File: src/rtl/qam_pkg.sv
// Shared widths, sample/LO/product types and saturating negation for the QAM down-mixer.
package qam_pkg;

    localparam int unsigned QAM_DIN_W = 10;
    localparam int unsigned QAM_LO_W  = 8;
    localparam int unsigned QAM_OUT_W = 18;

    typedef logic signed [QAM_DIN_W-1:0]          sample_t;
    typedef logic signed [QAM_LO_W-1:0]           lo_t;
    typedef logic signed [QAM_DIN_W+QAM_LO_W-1:0] prod_t;

    // Negate a w-bit value carried in 32 bits; the most negative code maps to the most positive.
    function automatic logic signed [31:0] sat_neg(input logic signed [31:0] v,
                                                   input int unsigned w);
        logic signed [31:0] lo_min;
        lo_min = -(32'sd1 <<< (w - 1));
        if (v == lo_min) begin
            return ~lo_min;
        end
        return -v;
    endfunction

endpackage

File: src/rtl/qam_sync_fifo.sv
// Synchronous FIFO with registered read data, occupancy level and per-cycle ovf/udf pulses.
module qam_sync_fifo #(
    parameter int unsigned Width = 10,
    parameter int unsigned Depth = 32
) (
    input  logic                     clk_i,
    input  logic                     rst_ni,
    input  logic                     flush_i,
    input  logic                     push_i,
    input  logic [Width-1:0]         wdata_i,
    input  logic                     pop_i,
    output logic [Width-1:0]         rdata_o,
    output logic                     pop_ok_o,
    output logic [$clog2(Depth):0]   level_o,
    output logic                     ovf_o,
    output logic                     udf_o
);

    localparam int unsigned AW = $clog2(Depth);
    localparam int unsigned LW = AW + 1;

    logic [Width-1:0] mem_q [Depth];
    logic [AW-1:0]    wr_ptr_q, wr_ptr_d;
    logic [AW-1:0]    rd_ptr_q, rd_ptr_d;
    logic [LW-1:0]    level_q, level_d;
    logic [Width-1:0] rdata_q;
    logic             full, empty, do_push, do_pop;

    assign full  = (level_q == LW'(Depth));
    assign empty = (level_q == '0);

    // A pop on a full FIFO frees the slot the same-cycle push lands in.
    assign do_pop  = pop_i && !empty && !flush_i;
    assign do_push = push_i && (!full || do_pop) && !flush_i;

    assign ovf_o    = push_i && !flush_i && !do_push;
    assign udf_o    = pop_i && !flush_i && empty;
    assign pop_ok_o = do_pop;
    assign rdata_o  = rdata_q;
    assign level_o  = level_q;

    always_comb begin
        wr_ptr_d = wr_ptr_q;
        rd_ptr_d = rd_ptr_q;
        level_d  = level_q;
        if (flush_i) begin
            wr_ptr_d = '0;
            rd_ptr_d = '0;
            level_d  = '0;
        end else begin
            if (do_push) wr_ptr_d = wr_ptr_q + AW'(1);
            if (do_pop)  rd_ptr_d = rd_ptr_q + AW'(1);
            level_d = level_q + LW'(do_push) - LW'(do_pop);
        end
    end

    always_ff @(posedge clk_i) begin
        if (!rst_ni) begin
            wr_ptr_q <= '0;
            rd_ptr_q <= '0;
            level_q  <= '0;
            rdata_q  <= '0;
        end else begin
            wr_ptr_q <= wr_ptr_d;
            rd_ptr_q <= rd_ptr_d;
            level_q  <= level_d;
            if (do_pop) rdata_q <= mem_q[rd_ptr_q];
        end
    end

    always_ff @(posedge clk_i) begin
        if (do_push) mem_q[wr_ptr_q] <= wdata_i;
    end

endmodule

File: src/rtl/qam_demult_mc.sv
// QAM down-mixer: buffers samples, multiplies by cos and -sin through a MULT_LAT pipeline.
// Optional flush input enabled by defining QAM_DEMULT_FLUSH_EN.
module qam_demult_mc
    import qam_pkg::*;
#(
    parameter int unsigned DIN_W      = QAM_DIN_W,
    parameter int unsigned LO_W       = QAM_LO_W,
    parameter int unsigned OUT_W      = QAM_OUT_W,
    parameter int unsigned FIFO_DEPTH = 32,
    parameter int unsigned MULT_LAT   = 4
) (
    input  logic                            axi_clk,
    input  logic                            axi_rstn,
`ifdef QAM_DEMULT_FLUSH_EN
    input  logic                            flush,
`endif
    input  logic                            qam_valid,
    input  logic signed [DIN_W-1:0]         qam_in,
    input  logic                            cor_valid,
    input  logic signed [LO_W-1:0]          sin,
    input  logic signed [LO_W-1:0]          cos,
    output logic                            demult_valid,
    output logic signed [OUT_W-1:0]         demult_i,
    output logic signed [OUT_W-1:0]         demult_q,
    output logic [$clog2(FIFO_DEPTH):0]     fifo_level,
    output logic                            fifo_ovf,
    output logic                            fifo_udf
);

    localparam int unsigned PROD_W = DIN_W + LO_W;

    logic flush_w;
`ifdef QAM_DEMULT_FLUSH_EN
    assign flush_w = flush;
`else
    assign flush_w = 1'b0;
`endif

    logic [DIN_W-1:0] fifo_rdata;
    logic             fifo_pop_ok, fifo_ovf_p, fifo_udf_p;

    qam_sync_fifo #(
        .Width (DIN_W),
        .Depth (FIFO_DEPTH)
    ) u_fifo (
        .clk_i    (axi_clk),
        .rst_ni   (axi_rstn),
        .flush_i  (flush_w),
        .push_i   (qam_valid),
        .wdata_i  (qam_in),
        .pop_i    (cor_valid),
        .rdata_o  (fifo_rdata),
        .pop_ok_o (fifo_pop_ok),
        .level_o  (fifo_level),
        .ovf_o    (fifo_ovf_p),
        .udf_o    (fifo_udf_p)
    );

    // Stage 0: the FIFO read register holds the sample; the phase is captured alongside it.
    logic                     v0_q;
    logic signed [LO_W-1:0]   cos_q;
    logic signed [LO_W-1:0]   nsin_q, nsin_d;
    logic signed [DIN_W-1:0]  x_s;
    logic signed [PROD_W-1:0] prod_i, prod_q;

    assign nsin_d = LO_W'(sat_neg(32'(sin), LO_W));
    assign x_s    = $signed(fifo_rdata);

    always_comb begin
        prod_i = PROD_W'(x_s) * PROD_W'(cos_q);
        prod_q = PROD_W'(x_s) * PROD_W'(nsin_q);
    end

    logic signed [OUT_W-1:0] pi_q [MULT_LAT];
    logic signed [OUT_W-1:0] pq_q [MULT_LAT];
    logic [MULT_LAT-1:0]     pv_q;
    logic                    ovf_q, ovf_d, udf_q, udf_d;

    assign ovf_d = ovf_q | fifo_ovf_p;
    assign udf_d = udf_q | fifo_udf_p;

    always_ff @(posedge axi_clk) begin
        if (!axi_rstn) begin
            v0_q   <= 1'b0;
            cos_q  <= '0;
            nsin_q <= '0;
            pv_q   <= '0;
            ovf_q  <= 1'b0;
            udf_q  <= 1'b0;
            for (int k = 0; k < MULT_LAT; k++) begin
                pi_q[k] <= '0;
                pq_q[k] <= '0;
            end
        end else begin
            ovf_q <= ovf_d;
            udf_q <= udf_d;
            v0_q  <= fifo_pop_ok;
            if (fifo_pop_ok) begin
                cos_q  <= cos;
                nsin_q <= nsin_d;
            end
            pv_q[0] <= v0_q;
            if (v0_q) begin
                pi_q[0] <= OUT_W'(prod_i);
                pq_q[0] <= OUT_W'(prod_q);
            end
            // Each stage only loads on a valid slot so the last stage holds between strobes.
            for (int k = 1; k < MULT_LAT; k++) begin
                pv_q[k] <= pv_q[k-1];
                if (pv_q[k-1]) begin
                    pi_q[k] <= pi_q[k-1];
                    pq_q[k] <= pq_q[k-1];
                end
            end
        end
    end

    assign demult_valid = pv_q[MULT_LAT-1];
    assign demult_i     = pi_q[MULT_LAT-1];
    assign demult_q     = pq_q[MULT_LAT-1];
    assign fifo_ovf     = ovf_q;
    assign fifo_udf     = udf_q;

endmodule
File: config.mk
export PLATFORM = sky130hd
export DESIGN_NAME = qam_demult_mc
export DESIGN_NICKNAME = d
export VERILOG_FILES = /design/src/rtl/qam_pkg.sv /design/src/rtl/qam_sync_fifo.sv /design/src/rtl/qam_demult_mc.sv
export SDC_FILE = /design/constraint.sdc
export NUM_CORES = 1
export LEC_CHECK = 0
export ABC_CLOCK_PERIOD_IN_PS = 10490
export CAP_MARGIN = 0
export CORE_ASPECT_RATIO = 0.9
export CORE_MARGIN = 1.5
export CORE_UTILIZATION = 50
export CTS_BUF_LIST = sky130_fd_sc_hd__clkbuf_8
export DETAILED_ROUTE_END_ITERATION = 12
export PLACE_DENSITY = 0.67
export SETUP_SLACK_MARGIN = 0.02
export SLEW_MARGIN = 10
export SYNTH_ARGS = -nofsm -noshare
export SYNTH_HDL_FRONTEND = slang
export SYNTH_HIERARCHICAL = 1
export SYNTH_SLANG_ARGS = --single-unit
File: constraint.sdc
create_clock -name axi_clk -period 10.49 [get_ports axi_clk]
set_input_delay 2.098 -clock axi_clk [delete_from_list [all_inputs] [get_ports axi_clk]]
set_output_delay 2.098 -clock axi_clk [all_outputs]
set_load 0.01 [all_outputs]
==> results of run 1 <==
[layer usage]
metal | track usage | up-vias | wire [um]
li1 | - | 6652 | -
met2 | 0.296 | 437 | 22200
met1 | 0.288 | 7170 | 23600
met4 | 0.0623 | 2 | 1010
met3 | 0.0436 | 80 | 3480
met5 | 0 | - | 13
[cell usage after synthesis (all sizes together), types with 4 or more instances]
cell	number
edfxtp	464
inv	206
fa	135
and3	120
and2	105
nor2	105
ha	81
clkbuf	73
nand2	72
mux4	61
mux2i	53
dfxtp	49
a21oi	48
xnor2	23
o21ai	21
nand2b	20
buf	19
a22o	18
nor3	13
xor2	13
a2111oi	10
a22oi	10
o21a	10
o221ai	10
o22ai	9
nor2b	8
a21o	7
a211oi	6
nand3	6
o21bai	6
a31oi	5
nand3b	4
nor3b	4
o211ai	4
[worst register-to-register path, cell delays in order, from the launching register on]
cell and delay, ns:
dfxtp_1 0.47, and2_1 0.29, fa_1 0.63, inv_1 0.16
fa_1 0.55, inv_1 0.05, fa_1 0.53, inv_1 0.05
fa_1 0.56, inv_1 0.05, ha_1 0.37, o21ai_0 0.20
nor2_1 0.10, o31a_1 0.25, a311o_1 0.33, mux2i_1 0.12
[logic make-up (layout without fill, tap and decap cells)]
| logic type | after synthesis | after routing |
|---|---|---|
| compound gates | 176 | 176 |
| xor+xnor | 36 | 36 |
| fa+ha+maj | 216 | 216 |
| buf+inv | 298 | 439 |
| flops | 513 | 513 |
| mux | 115 | 115 |
| other cells | 1 | 5 |
| simple gates | 466 | 466 |
[power breakdown]
group	leakage (nW)	internal (W)	switching, W
registers	4.77	0.00230	0.0000980
logic	5.40	0.000231	0.000311
clock network	0.877	0.000877	0.000757
total	11.0	0.00340	0.00117
[final timing paths]
check	start	end	slack, ns	depth (start not counted)
worst max register to register	u_fifo/rdata_o[9]	pi_q[0][17]	5.52	15
worst min register to register	fifo_udf	fifo_udf	0.48	2
worst min-delay path	fifo_udf	fifo_udf	0.48	2
worst max-delay path	u_fifo/rdata_o[9]	pi_q[0][17]	5.52	15
[registers in the layout, indices dropped and copies added, names as in the netlist]
signal           cells
cos_q                8
u_fifo/rd_ptr_q      5
fifo_udf             1
v0_q                 1
u_fifo/mem_q       320
fifo_ovf             1
u_fifo/rdata_o      10
u_fifo/level_o       6
pi_q                72
pv_q                 4
u_fifo/wr_ptr_q      5
pq_q                72
nsin_q               8
[per-stage QoR]
step	std cells	hold WS, ns	total power [W]
after CTS	2645	0.486	0.00462
final	2646	0.480	0.00457
after detailed placement	2501	0.461	0.00298
after global routing	2646	0.495	0.00478
after floorplan	1824	0.458	0.00279
after global placement	2501	0.461	0.00296
[final cells by class]
type | count | area, um^2 | area share
well taps | 680 | 851 | 0.0297
multi-input cells | 1013 | 9710 | 0.339
clock inverters | 56 | 372 | 0.0130
clock buffers | 88 | 1210 | 0.0422
inverters | 206 | 773 | 0.0270
repair buffers | 89 | 826 | 0.0288
flip-flops and latches | 513 | 14900 | 0.520
diodes | 1 | 2.50 | 0.0000873
==> flow_metrics.env, run 1 <==
export IMPL_status="completed"
export IMPL_critPathKind="reg2reg"
export IMPL_drtPass1Iterations=5
export IMPL_ys_seq_area_frac=0.579
export IMPL_rsz0062_at_grt="no"
export IMPL_peakVddDrop_mv=0.116
export IMPL_synth_xor_area_frac=0.0122
export IMPL_relSlewSlack=0.270
export IMPL_synth_largest_area_cell="edfxtp_1"
export IMPL_cp_max_fo=17
export IMPL_fillers=4021
export IMPL_p_leak_nw=11.0
export IMPL_cts_hold_buf=0
export IMPL_final_cell_mix="edfxtp_1 (464), inv_1 (222), fa_1 (135), and3_1 (120)"
export IMPL_cts_buffer_depth=3
export IMPL_first_iter_violations=1163
export IMPL_syn_area_um2=25800
export IMPL_cts_buffers_inserted=83
export IMPL_slowest_delay_ns=0.63
export IMPL_port_buffers=74
export IMPL_wl_um=50300
export IMPL_dp_slack_ns=5.39
export IMPL_place_congestion=0.836
export IMPL_cts_setup_buffers=0
export IMPL_cts_tree="done"
export IMPL_power_density_nw_per_um2=159
export IMPL_via_count=14341
export IMPL_clk_pin_slew_ns=0.06
export IMPL_io_pins=75
export IMPL_grt_max_degree=86
export IMPL_max_freq_ghz=0.201
export IMPL_final_util=0.566
export IMPL_required_ns=10.90
export IMPL_hpwl_um=33500
export IMPL_fp_dieW_um=242
export IMPL_grt_total_usage=0.197
export IMPL_cap_violations=0
export IMPL_drc=0
export IMPL_ctsResizeCount=0
export IMPL_clock_sinks=513
export IMPL_slew_viol_final=0
export IMPL_syn_avg_cell_area_um2=14.2
export IMPL_tightest_slew_ns=1.07
export IMPL_start_kind="flop"
export IMPL_setup_tns_ns=0
export IMPL_area_growth_pct=11.2
export IMPL_final_hold_viol_count=0
export IMPL_synth_top_cell_area_share=0.540
export IMPL_worstPathArrival_ns=5.38
export IMPL_synth_compound_area_frac=0.0482
export IMPL_setup_viol=0
export IMPL_ys_warn_count=6
export IMPL_start_util=0.509
export IMPL_dieArea_um2=52900
export IMPL_cp_num_buf_inv=4
export IMPL_synthTopCellsByArea="edfxtp_1 (54%), fa_1 (10%), mux4_2 (4.7%)"
export IMPL_antenna_found_initial=2
export IMPL_synth_top_family_by_area="adder cells"
export IMPL_placed_area_um2=27100
export IMPL_critPathTopFamily="adder cells"
export IMPL_synth_edff_count=464
export IMPL_rows=78
export IMPL_async_flop_share=0
export IMPL_hp_class="reg2reg"
export IMPL_detail_route_antenna_nets=0
export IMPL_synth_seq_cells=513
export IMPL_cp_cell_sequence="and2_1 > fa_1 > inv_1 > fa_1 > inv_1 > fa_1 > inv_1 > fa_1 > inv_1 > ha_1 > o21ai_0 > nor2_1 > o31a_1 > a311o_1 > mux2i_1"
export IMPL_synth_cells=1821
export IMPL_nets=2152
export IMPL_fin_area_um2=28700
export IMPL_end_kind="flop"
export IMPL_gr_total_overflow=0
export IMPL_final_common_cell="edfxtp_1"
export IMPL_grt_pass1_vias=14734
export IMPL_vias_per_cell=5.42
export IMPL_slowest_stage="fa_1"
export IMPL_grt_pass1_wl_um=81000
export IMPL_wl_per_cell_um=19.0
export IMPL_drive_gt1_frac=0.100
export IMPL_synth_distinct_cells=61
export IMPL_synth_simple_gate_area_frac=0.0957
export IMPL_cts_root_buf="clkbuf_8"
export IMPL_min_period_over_period=0.474
export IMPL_htree_levels=3
export IMPL_clk_latency_ns=0.66
export IMPL_core_region_area_um2=50700
export IMPL_setup_ws_ns=5.52
export IMPL_finalClockSkew_ns=0.0388
export IMPL_synth_mux_area_frac=0.0753
export IMPL_yosys_most_used_dff="edfxtp_1"
export IMPL_die_h_um=218
export IMPL_synthAdderAreaFrac=0.144
export IMPL_finalCriticalPeriod_ns=4.97
No activity file was read; power rests on OpenSTA's default activity.
==> run 2: changes to the inputs <==
ABC_CLOCK_PERIOD_IN_PS = 4340   (was 10490)
PLACE_DENSITY = 0.69   (was 0.67)
clock period = 4.34 ns   (was 10.49 ns; I/O delays follow)
==> run 2 against run 1 <==
  * Clock power rose to 2.6 times the previous value
  * Register-to-register slack worse by 5.5 ns
  * Sequential power up 140%
  * Die area unchanged
  * Largest power group unchanged
  * Largest cell class unchanged
  * Final area up 5.7%
  * Power rose to 2.5 times the previous value
  * Hold slack worse by 0.0083 ns
  * Non-clock buffer count up 136
  * Wire length up 6.2%
  * Core utilization up 3.2 points
  * Combinational power rose to 3.2 times the previous value
==> flow_metrics.env, run 2 (synthesis gave the netlist of run 1 again) <==
export IMPL_status="completed"
export IMPL_setup_ws_ns=0.0162
export IMPL_clk_pin_slew_ns=0.07
export IMPL_start_kind="flop"
export IMPL_worstPathArrival_ns=4.76
export IMPL_place_congestion=0.869
export IMPL_dpl_cell_count=2625
export IMPL_seqCellArea_um2=15000
export IMPL_wl_per_cell_um=19.1
export IMPL_slew_viol_final=0
export IMPL_drive_gt1_frac=0.203
export IMPL_cts_buffer_depth=3
export IMPL_peakVddDrop_mv=0.237
export IMPL_fin_cells=2793
export IMPL_detail_route_antenna_nets=0
export IMPL_clk_latency_ns=0.68
export IMPL_htree_levels=3
export IMPL_clockPowerShare=0.360
export IMPL_fillers=3822
export IMPL_vias_per_cell=5.36
export IMPL_die_h_um=218
export IMPL_dp_slack_ns=-0.162
export IMPL_p_int_w=0.00861
export IMPL_clock_sinks=513
export IMPL_final_hold_viol_count=0
export IMPL_finalClockSkew_ns=0.0350
export IMPL_max_freq_ghz=0.231
export IMPL_drc=0
export IMPL_grt_total_usage=0.207
export IMPL_hpwl_um=35700
export IMPL_dieArea_um2=52900
export IMPL_seq_power_share=0.491
export IMPL_largest_reg_flops=320
export IMPL_setup_viol=0
export IMPL_gr_total_overflow=0
export IMPL_required_ns=4.77
export IMPL_cts_root_buf="clkbuf_8"
export IMPL_io_pins=75
export IMPL_met3_usage=0.0438
export IMPL_regMostFlops="u_fifo/mem_q"
export IMPL_multi_input_area_um2=10100
export IMPL_start_util=0.509
export IMPL_tightest_slew_ns=1.10
export IMPL_grt_pass1_vias=15244
export IMPL_fin_area_um2=30300
export IMPL_min_period_over_period=0.996
export IMPL_reg_largest_list="u_fifo/mem_q x320, pi_q x72, pq_q x72"
export IMPL_hold_path_depth=2
export IMPL_holdWs_ns=0.472
export IMPL_port_buffers=74
export IMPL_cts_buffers_inserted=83
export IMPL_placed_area_um2=28100
export IMPL_p_sw_w=0.00304
export IMPL_relSlewSlack=0.247
export IMPL_drtPass1Iterations=5
export IMPL_final_cell_mix="edfxtp_1 (464), inv_1 (219), buf_4 (145), fa_1 (133), and3_1 (120)"
export IMPL_power_density_nw_per_um2=384
export IMPL_first_iter_violations=1068
export IMPL_fp_dieW_um=242
export IMPL_wl_um=53400
export IMPL_critPathKind="reg2reg"
export IMPL_p_leak_nw=11.8
export IMPL_rsz0062_at_grt="yes"
export IMPL_grtUsageMet2=0.311
export IMPL_busiest_layer="met2"
export IMPL_nets=2288
export IMPL_cap_violations=0
export IMPL_core_region_area_um2=50700
export IMPL_cts_tree="done"
export IMPL_via_count=14974
export IMPL_use_met1=0.305
export IMPL_grt_pass1_wl_um=84400
export IMPL_hp_class="reg2reg"
export IMPL_pwr_share_comb=0.149
export IMPL_end_kind="flop"
export IMPL_reg2reg_depth=14
export IMPL_cp_max_fo=7
export IMPL_cts_hold_buf=0
export IMPL_grt_max_degree=72
export IMPL_swShare=0.261
export IMPL_final_common_cell="edfxtp_1"
export IMPL_finalCriticalPeriod_ns=4.32
export IMPL_area_growth_pct=17.5
export IMPL_final_util=0.598
export IMPL_antenna_found_initial=0
export IMPL_rows=78
## run 2: cell count changes in the layout (fill, tap and decap cells not counted), moves of 5 or more
cell	previous run	this run
o21ai_0	20	15
inv_2	2	10
a21oi_1	48	43
buf_4	16	145
nand2_1	72	66
and2_4	0	5
dfxtp_4	1	12
ha_1	81	60
dfxtp_1	46	24
and2_1	105	100
ha_4	0	20
dfxtp_2	2	13
## run 2: power groups by stage
stage               clock network (W)  logic (W)  registers (W)
CTS                           0.00430    0.00166        0.00572
floorplan                           0    0.00103        0.00573
global route                  0.00450    0.00192        0.00574
finish                        0.00420    0.00174        0.00572
detailed placement                  0    0.00161        0.00581
global placement                    0    0.00158        0.00580
## run 2: worst paths after layout
path / slack (ns) / endpoint / from
setup reg to reg: 0.02 / pq_q[0][17] / u_fifo/rdata_o[3]
hold / removal: 0.47 / fifo_ovf / fifo_ovf
setup / recovery: 0.02 / pq_q[0][17] / u_fifo/rdata_o[3]
hold reg to reg: 0.47 / fifo_ovf / fifo_ovf
## run 2: layer usage
layer	part of all wire	vias up
li1	-	6936
met1	0.46	7444
met3	0.079	86
met2	0.44	508
met4	0.020	0
met5	0	-
## run 2: final cells by class
class | instances | area share
Antenna cell | 1 | 0.0000826
Clock buffer | 87 | 0.0395
Clock inverter | 68 | 0.0160
Inverter | 206 | 0.0255
Multi-Input combinational cell | 1013 | 0.334
Sequential cell | 513 | 0.494
Tap cell | 680 | 0.0281
Timing Repair Buffer | 225 | 0.0623
## run 2: per-stage QoR
| stage | power [W] | TNS [ns] |
|---|---|---|
| 2_1_floorplan | 0.00676 | 0 |
| 3_3_place_gp | 0.00738 | -0.214 |
| 3_5_place_dp | 0.00742 | -0.576 |
| 4_1_cts | 0.0117 | -0.0406 |
| 5_1_grt | 0.0122 | -0.540 |
| 6_report | 0.0116 | 0 |
## run 2: worst max-delay path, stage by stage, from the launching register on
cell and delay [ns]:
dfxtp_4 0.37, buf_4 0.16, and2_1 0.18, fa_1 0.45, fa_1 0.45, fa_1 0.52
inv_1 0.05, fa_1 0.48, inv_1 0.07, ha_4 0.28, a21oi_1 0.07, nor3b_1 0.16
a2111o_1 0.45, o2111a_1 0.25, a21o_1 0.15
## run 2: repair_timing
action | in CTS | in global routing
gates resized for setup | 38 | 61
buffers inserted | 7 | 5
setup endpoints to repair | 9 | 14
pin swaps | 17 | 32
==> run 3: changes to the inputs <==
CTS_BUF_LIST = sky130_fd_sc_hd__clkbuf_4 sky130_fd_sc_hd__clkbuf_8   (was sky130_fd_sc_hd__clkbuf_8)
==> run 3 against run 2 <==
  * Sequential share of layout area fell by 0.11 points
  * Non-clock buffer count stayed put
  * Combinational power hardly changed
  * Die area unchanged
  * Global-route usage hardly changed
==> flow_metrics.env, run 3 (synthesis gave the netlist of run 1 again) <==
export IMPL_status="completed"
export IMPL_detail_route_antenna_nets=0
export IMPL_vias_per_cell=5.34
export IMPL_cts_buffers_inserted=83
export IMPL_ff2ff_setup_slack_ns=0.01
export IMPL_htree_levels=3
export IMPL_final_util=0.600
export IMPL_power_density_nw_per_um2=390
export IMPL_dieArea_um2=52900
export IMPL_wl_per_cell_um=19.1
export IMPL_fin_area_um2=30400
export IMPL_rsz0062_at_grt="yes"
export IMPL_antenna_found_initial=0
export IMPL_final_common_cell="edfxtp_1"
export IMPL_place_congestion=0.869
export IMPL_io_pins=75
export IMPL_cts_hold_buf=0
export IMPL_drive_gt1_frac=0.213
export IMPL_fp_dieW_um=242
export IMPL_end_kind="flop"
export IMPL_hp_class="reg2reg"
export IMPL_peakVddDrop_mv=0.237
export IMPL_tightest_slew_ns=1.29
export IMPL_grt_pass1_wl_um=84500
export IMPL_min_period_over_period=0.997
export IMPL_grt_pass1_vias=15232
export IMPL_start_util=0.509
export IMPL_cp_max_fo=8
export IMPL_port_buffers=74
export IMPL_gr_total_overflow=0
export IMPL_critPathKind="reg2reg"
export IMPL_drtPass1Iterations=5
export IMPL_finalClockSkew_ns=0.0331
export IMPL_dpl_cell_count=2625
export IMPL_regMostFlops="u_fifo/mem_q"
export IMPL_nets=2288
export IMPL_clock_sinks=513
export IMPL_grt_total_usage=0.207
export IMPL_cts_buffer_depth=3
export IMPL_drc=0
export IMPL_start_kind="flop"
export IMPL_slew_viol_final=0
export IMPL_fillers=3810
export IMPL_diodes=0
export IMPL_wl_um=53300
export IMPL_die_h_um=218
export IMPL_fin_cells=2792
export IMPL_reg_largest_list="u_fifo/mem_q x320, pi_q x72, pq_q x72"
export IMPL_first_iter_violations=1070
export IMPL_cts_root_buf="clkbuf_8"
export IMPL_core_region_area_um2=50700
export IMPL_worstPathArrival_ns=4.76
export IMPL_via_count=14899
export IMPL_placed_area_um2=28100
export IMPL_final_cell_mix="edfxtp_1 (464), inv_1 (196), buf_4 (145), fa_1 (133), and3_1 (120)"
export IMPL_clk_pin_slew_ns=0.07
export IMPL_largest_reg_flops=320
export IMPL_required_ns=4.77
export IMPL_cts_tree="done"
export IMPL_max_freq_ghz=0.231
export IMPL_p_leak_nw=11.8
export IMPL_relSlewSlack=0.120
export IMPL_finalCriticalPeriod_ns=4.33
export IMPL_cap_violations=0
export IMPL_area_growth_pct=17.8
export IMPL_setup_ws_ns=0.0114
export IMPL_final_hold_viol_count=0
export IMPL_dp_slack_ns=-0.162
export IMPL_grt_max_degree=72
export IMPL_rows=78
export IMPL_clk_latency_ns=0.68
export IMPL_setup_tns_ns=0
export IMPL_hpwl_um=35700
export IMPL_setup_viol=0
run 3: cell count changes in the layout (fill, tap and decap cells not counted), sizes merged:
cell    before  now
clkbuf      88  111
inv        233  210
diode        1    0
run 3: worst paths after layout:
check | to | startpoint | depth (start not counted)
worst max-delay path | pq_q[0][17] | u_fifo/rdata_o[4] | 14
worst min-delay path | fifo_ovf | fifo_ovf | 2
worst max register to register | pq_q[0][17] | u_fifo/rdata_o[4] | 14
worst min register to register | fifo_ovf | fifo_ovf | 2
run 3: worst max-delay path, stage by stage, from the launching register on:
cell and delay [ns]:
dfxtp_4 0.38, buf_12 0.14, and2_1 0.16, fa_1 0.52, fa_1 0.43, fa_1 0.50, inv_1 0.05, fa_1 0.48
inv_1 0.07, ha_4 0.28, a21oi_1 0.07, nor3b_1 0.16, a2111o_1 0.45, o2111a_1 0.25, a21o_1 0.15
run 3: per-stage QoR:
stage               total power, W  hold WS, ns
global placement           0.00738        0.459
global route                0.0124        0.505
finish                      0.0118        0.472
detailed placement         0.00742        0.467
floorplan                  0.00676        0.458
CTS                         0.0119        0.476
run 3: power breakdown:
part | switching (W) | internal, W | total, W
Sequential | 0.000154 | 0.00556 | 0.00572
Clock | 0.00195 | 0.00245 | 0.00439
Combinational | 0.000934 | 0.000802 | 0.00174
Total | 0.00304 | 0.00881 | 0.0118
run 3: cell type report:
class	instances	area, um^2	share of cell area
sequential	513	15000	0.493
timing repair buffer	225	1890	0.0622
multi-input combinational	1013	10100	0.333
tap	680	851	0.0280
inverter	206	773	0.0255
clock inverter	45	399	0.0131
clock buffer	110	1370	0.0451
run 3: repair_timing:
item,CTS,global route
setup endpoints to repair,9,14
resized for setup,39,57
cloned,0,0
buffers inserted,7,5
pin swaps,17,29
run 3: layer usage:
metal	up-vias	track usage	wire length, um
met1	7376	0.304	24200
met4	0	0.0619	1030
met3	82	0.0459	4370
met2	505	0.311	23800
li1	6936	-	-
met5	-	0	0
